--- config.mk ---
export PLATFORM = sky130hd
export DESIGN_NAME = elevator_ctrl_n
export DESIGN_NICKNAME = d
export VERILOG_FILES = /design/src/rtl/elevator_ctrl_n.sv
export SDC_FILE = /design/constraint.sdc
export NUM_CORES = 1
export LEC_CHECK = 0
export ABC_CLOCK_PERIOD_IN_PS = 2600
export BUFFER_PORTS_ARGS = -buffer_cell sky130_fd_sc_hd__buf_2
export CAP_MARGIN = 40
export CORE_UTILIZATION = 46
export DETAILED_ROUTE_END_ITERATION = 7
export PLACE_DENSITY_LB_ADDON = 0.15
export SLEW_MARGIN = 20
export SYNTH_ARGS = -nofsm -noshare
export SYNTH_HDL_FRONTEND = slang
export SYNTH_SLANG_ARGS = --single-unit
--- constraint.sdc ---
create_clock -name clk -period 2.6 [get_ports clk]
set_input_delay 0.26 -clock clk [delete_from_list [all_inputs] [get_ports clk]]
set_output_delay 0.26 -clock clk [all_outputs]
set_load 0.01 [all_outputs]
--- src/rtl/elevator_ctrl_n.sv ---
// rtl/elevator_ctrl_n.sv - N-floor elevator car controller with SCAN dispatch and internal timers
module elevator_ctrl_n #(
    parameter int FLOORS     = 4,
    parameter int DOOR_TICKS = 64,
    parameter int RUN_TICKS  = 96,
    parameter int CW         = $clog2(((DOOR_TICKS > RUN_TICKS) ? DOOR_TICKS : RUN_TICKS) + 1)
) (
    input  logic              clk,
    input  logic              rst,
    input  logic              switch,
    input  logic [FLOORS-1:0] req,
    input  logic              hold_open,
    input  logic              door_block,
    output logic [FLOORS-1:0] position,
    output logic [FLOORS-1:0] pending,
    output logic [1:0]        ud_mode,
    output logic [1:0]        state,
    output logic              opendoor,
    output logic              mv2nxt
);
    typedef enum logic [1:0] {
        S_OFF  = 2'b00,
        S_IDLE = 2'b01,
        S_MOVE = 2'b10,
        S_DOOR = 2'b11
    } state_t;

    localparam logic [1:0]    UD_NONE   = 2'b00;
    localparam logic [1:0]    UD_UP     = 2'b01;
    localparam logic [1:0]    UD_DOWN   = 2'b10;
    localparam logic [CW-1:0] RUN_LAST  = CW'(RUN_TICKS - 1);
    localparam logic [CW-1:0] DOOR_LAST = CW'(DOOR_TICKS - 1);

    state_t            st;
    logic [CW-1:0]     timer;
    logic [FLOORS-1:0] merged;
    logic              above;
    logic              below;
    logic              at_floor;
    logic              floor_hit;

    assign state = st;

    // Request summaries relative to the car: anything above, below, at this floor, or a new hit here
    always_comb begin
        merged    = pending | req;
        above     = |(pending & ~(((position << 1) - FLOORS'(1)) | position));
        below     = |(pending & (position - FLOORS'(1)));
        at_floor  = |(pending & position);
        floor_hit = |(req & position);
    end

    // Car FSM: dispatch decision, travel and door timing, request latch and registered outputs
    always_ff @(posedge clk or posedge rst) begin
        if (rst) begin
            st       <= S_OFF;
            position <= FLOORS'(1);
            pending  <= '0;
            ud_mode  <= UD_NONE;
            opendoor <= 1'b0;
            mv2nxt   <= 1'b0;
            timer    <= '0;
        end else if (!switch) begin
            st       <= S_OFF;
            pending  <= '0;
            ud_mode  <= UD_NONE;
            opendoor <= 1'b0;
            mv2nxt   <= 1'b0;
            timer    <= '0;
        end else begin
            case (st)
                S_OFF: begin
                    st <= S_IDLE;
                end
                S_IDLE: begin
                    pending <= merged;
                    timer   <= '0;
                    if (at_floor) begin
                        st       <= S_DOOR;
                        opendoor <= 1'b1;
                        pending  <= merged & ~position;
                    end else if ((ud_mode == UD_UP) && above) begin
                        st     <= S_MOVE;
                        mv2nxt <= 1'b1;
                    end else if ((ud_mode == UD_DOWN) && below) begin
                        st     <= S_MOVE;
                        mv2nxt <= 1'b1;
                    end else if (above) begin
                        ud_mode <= UD_UP;
                        st      <= S_MOVE;
                        mv2nxt  <= 1'b1;
                    end else if (below) begin
                        ud_mode <= UD_DOWN;
                        st      <= S_MOVE;
                        mv2nxt  <= 1'b1;
                    end else begin
                        ud_mode <= UD_NONE;
                    end
                end
                S_MOVE: begin
                    pending <= merged;
                    if (timer == RUN_LAST) begin
                        timer  <= '0;
                        st     <= S_IDLE;
                        mv2nxt <= 1'b0;
                        // A shift off either end of the shaft is refused and the direction dropped
                        if (ud_mode == UD_UP) begin
                            if (position[FLOORS-1]) begin
                                ud_mode <= UD_NONE;
                            end else begin
                                position <= position << 1;
                            end
                        end else if (ud_mode == UD_DOWN) begin
                            if (position[0]) begin
                                ud_mode <= UD_NONE;
                            end else begin
                                position <= position >> 1;
                            end
                        end
                    end else begin
                        timer <= timer + 1'b1;
                    end
                end
                S_DOOR: begin
                    pending <= floor_hit ? (merged & ~position) : merged;
                    if (hold_open || door_block || floor_hit) begin
                        timer <= '0;
                    end else if (timer == DOOR_LAST) begin
                        timer    <= '0;
                        st       <= S_IDLE;
                        opendoor <= 1'b0;
                    end else begin
                        timer <= timer + 1'b1;
                    end
                end
                default: begin
                    st <= S_OFF;
                end
            endcase
        end
    end
endmodule

==> summary.md <==
| Metric | Value |
|---|---|
| Mapped Cells | 171 |
| Global route total overflow | 0 |
| CTS tree | yes |
| Final worst path period share | 0.930 |
| Initial antenna violation count | 0 |
| DIE HEIGHT | 59.0 um |
| Register area share after synthesis | 0.353 |
| Min-delay worst type | in -> reg |
| Status | finished, final reports clean |
| Die Area | 3480 um^2 |
| Via count | 1341 |
| Max-slew violations | 0 |
| Core ar. | 3080 um^2 |
| Slew headroom | 0.671 |
| WS Path Type | reg -> reg |
| Ys Warns | 0 |
| Mapped cell area | 1490 um^2 |
| Worst setup EP type | flip-flop |
| Global-route wire length before repair | 5.78 mm |
| Top Ports | 23 |
| Setup Skew | 10.3 ps |
| Hpwl dp | 2.70 mm |
| Worst-Margin Slew | 488 ps |
| CP peak stage delay | 550 ps |
| Max stage delay cell, worst path | dfstp_2 |
| Vias in the first global route | 1259 |
| Synth top area cells | dfrtp_1, ha_1, o21ai_0, nand2_1, a21oi_1 |
| Layout Nets | 215 |
| Hold Vio Cnt, Final | 0 |
| Synth-to-Final Area Change | 13.7% |
| Max-Cap Viols | 0 |
| Post-synth EDFFs | 0 |
| #FFs+latches synth | 21 |
| Leak | 0.786 nW |
| Pin count of the biggest net entering global routing | 15 |
| Share of cells above drive strength 1 | 0.204 |
| Worst-Skew Late Latency | 310 ps |
| Number of DRC markers in iteration 0 | 57 |
| RSZ-0062 raised after global routing | false |
| Syn nets | 189 |
| Number of port buffers | 22 |
| Post-synthesis area per instance | 8.73 um^2 |
| Commonest non-fill, non-tap cell in the layout | buf_2 |
| DRT Pass-1 Iters | 4 |
| Cell taking the most area after synthesis | dfrtp_1 |
| Post-Route Setup TNS | 0 ps |
| Post-route cell area | 1700 um^2 |
| Crit path launch type | flip-flop |
| Total GRT Usage | 0.220 |
| CTS Buf Count | 3 |
| Routability cong. | 0.781 |
| Worst path required time | 2800 ps |
| Placed Area | 1660 um^2 |
| Synth Flop Type | dfrtp_1 |
| Most frequent cells in the layout | buf_2, nand2_1, dfrtp_1 |
| ANT nets after route | 0 |
| CP Cell Sequence | inv_1 -> ha_1 -> and2b_2 -> a221o_1 -> a21o_1 -> a221oi_2 -> mux2_1 |
| Clock Pin Slew Worst Setup and Hold Paths | 130 ps |
| CTS max path bufs | 2 |
| Critical path fanouts, max | 5 |
| Site row count | 20 |
| Worst Path Arrival | 2620 ps |
| Worst IR Drop VDD | 0.000272 V |
| Htree depth | 1 |
| Final Critical Period | 2420 ps |
| Asr flop ratio synth | 1.00 |
| Pwr dens | 684 nW/um^2 |
| Routed WL | 3.44 mm |
| Drt drc | 0 |
| Initial Util | 0.485 |
| Width of the die | 59.0 um |
| ANT cells | 0 |
| Synth top area share | 0.335 |
| CTS root buffer | clkbuf_4 |
| Vias per inst | 5.59 |
| Clock sinks | 21 |
| Tot Pwr | 1.16 mW |
| Final Setup Violations | 0 |
| Max frequency | 414 MHz |
| Yosys cell types | 46 |
| Avg WL per Cell | 14.3 um |
| Post-CTS setup repair buffer count | 0 |
cell type report:
class / instances / area (um^2)
clock buffer: 4 / 26.3
multi-input combinational: 130 / 878
inverter: 14 / 52.6
tap: 44 / 55.1
fill: 304 / 1380
timing repair buffer: 27 / 158
sequential: 21 / 527
logic make-up (layout without fill, tap and decap cells):
kind of cell	count (synthesis)	count (layout)	synth area share
AOI/OAI and AO/OA	55	55	0.264
xor gates and xnor gates	4	4	0.0235
adders and majority gates	9	9	0.0754
buffers and inverters	20	45	0.0587
DFF	21	21	0.353
muxes	5	5	0.0352
and+or+nand+nor	57	57	0.190
sequential cells by signal, summed over array words and instances, names as in the netlist:
| register | count |
|---|---|
| timer | 7 |
| mv2nxt | 1 |
| ud_mode | 2 |
| position | 4 |
| pending | 4 |
| opendoor | 1 |
| state | 2 |
cells in the mapped netlist, drive strengths merged, types with 2 or more instances:
cell / n
a22oi: 2
nor2b: 6
clkbuf: 3
xnor2: 2
xor2: 2
mux2i: 3
o21ai: 18
ha: 9
dfrtp: 20
a21oi: 13
mux2: 2
nand2: 20
nand3: 3
buf: 3
inv: 14
nand2b: 3
or2: 2
o31ai: 3
a22o: 6
nor2: 8
nor3b: 2
nor3: 8
worst paths after layout:
check | from | endpoint | slack, ps | cells past startpoint
max | position[0] | ud_mode[0] | 180 | 7
min | switch | pending[1] | 310 | 3
max reg2reg | position[0] | ud_mode[0] | 180 | 7
min reg2reg | opendoor | opendoor | 530 | 2
max in group asynchronous | rst | position[0] | 1620 | 4
min in group asynchronous | rst | timer[0] | 470 | 3
critical path, delay by kind of cell (launching register included):
| kind | cells | cell delay [ps] |
|---|---|---|
| compound gates | 3 | 820 |
| flops | 1 | 550 |
| mux | 1 | 360 |
| fa+ha+maj | 1 | 300 |
| simple gates | 1 | 200 |
| buf+inv | 1 | 70 |
repair_timing:
action,CTS,global route
hold buffers,1,0
resized for setup,0,0
endpoints found under the hold margin,10,0
power by group:
| part | leakage [nW] | internal, mW | switching, mW |
|---|---|---|---|
| registers | 0.280 | 0.379 | 0.0607 |
| logic | 0.491 | 0.228 | 0.325 |
| clock network | 0.0150 | 0.0598 | 0.107 |
| total | 0.786 | 0.667 | 0.493 |
stage by stage:
step / worst slack [ps] / hold slack, ps / util / instances
6_report: 182 / 309 / 0.551 / 240
5_1_grt: 82.8 / 317 / 0.551 / 240
4_1_cts: 186 / 299 / 0.551 / 240
3_5_place_dp: 209 / 286 / 0.539 / 235
3_3_place_gp: 292 / 460 / 0.535 / 234
2_1_floorplan: 151 / 236 / - / 171
metal layers:
metal / vias to the layer above / track usage / routed length, um
met5: - / 0 / 0
met4: 0 / 0.0850 / 65
met3: 6 / 0.0242 / 131
met2: 35 / 0.388 / 1730
met1: 635 / 0.275 / 1520
li1: 665 / - / -
(Power assumes the default switching activity.)
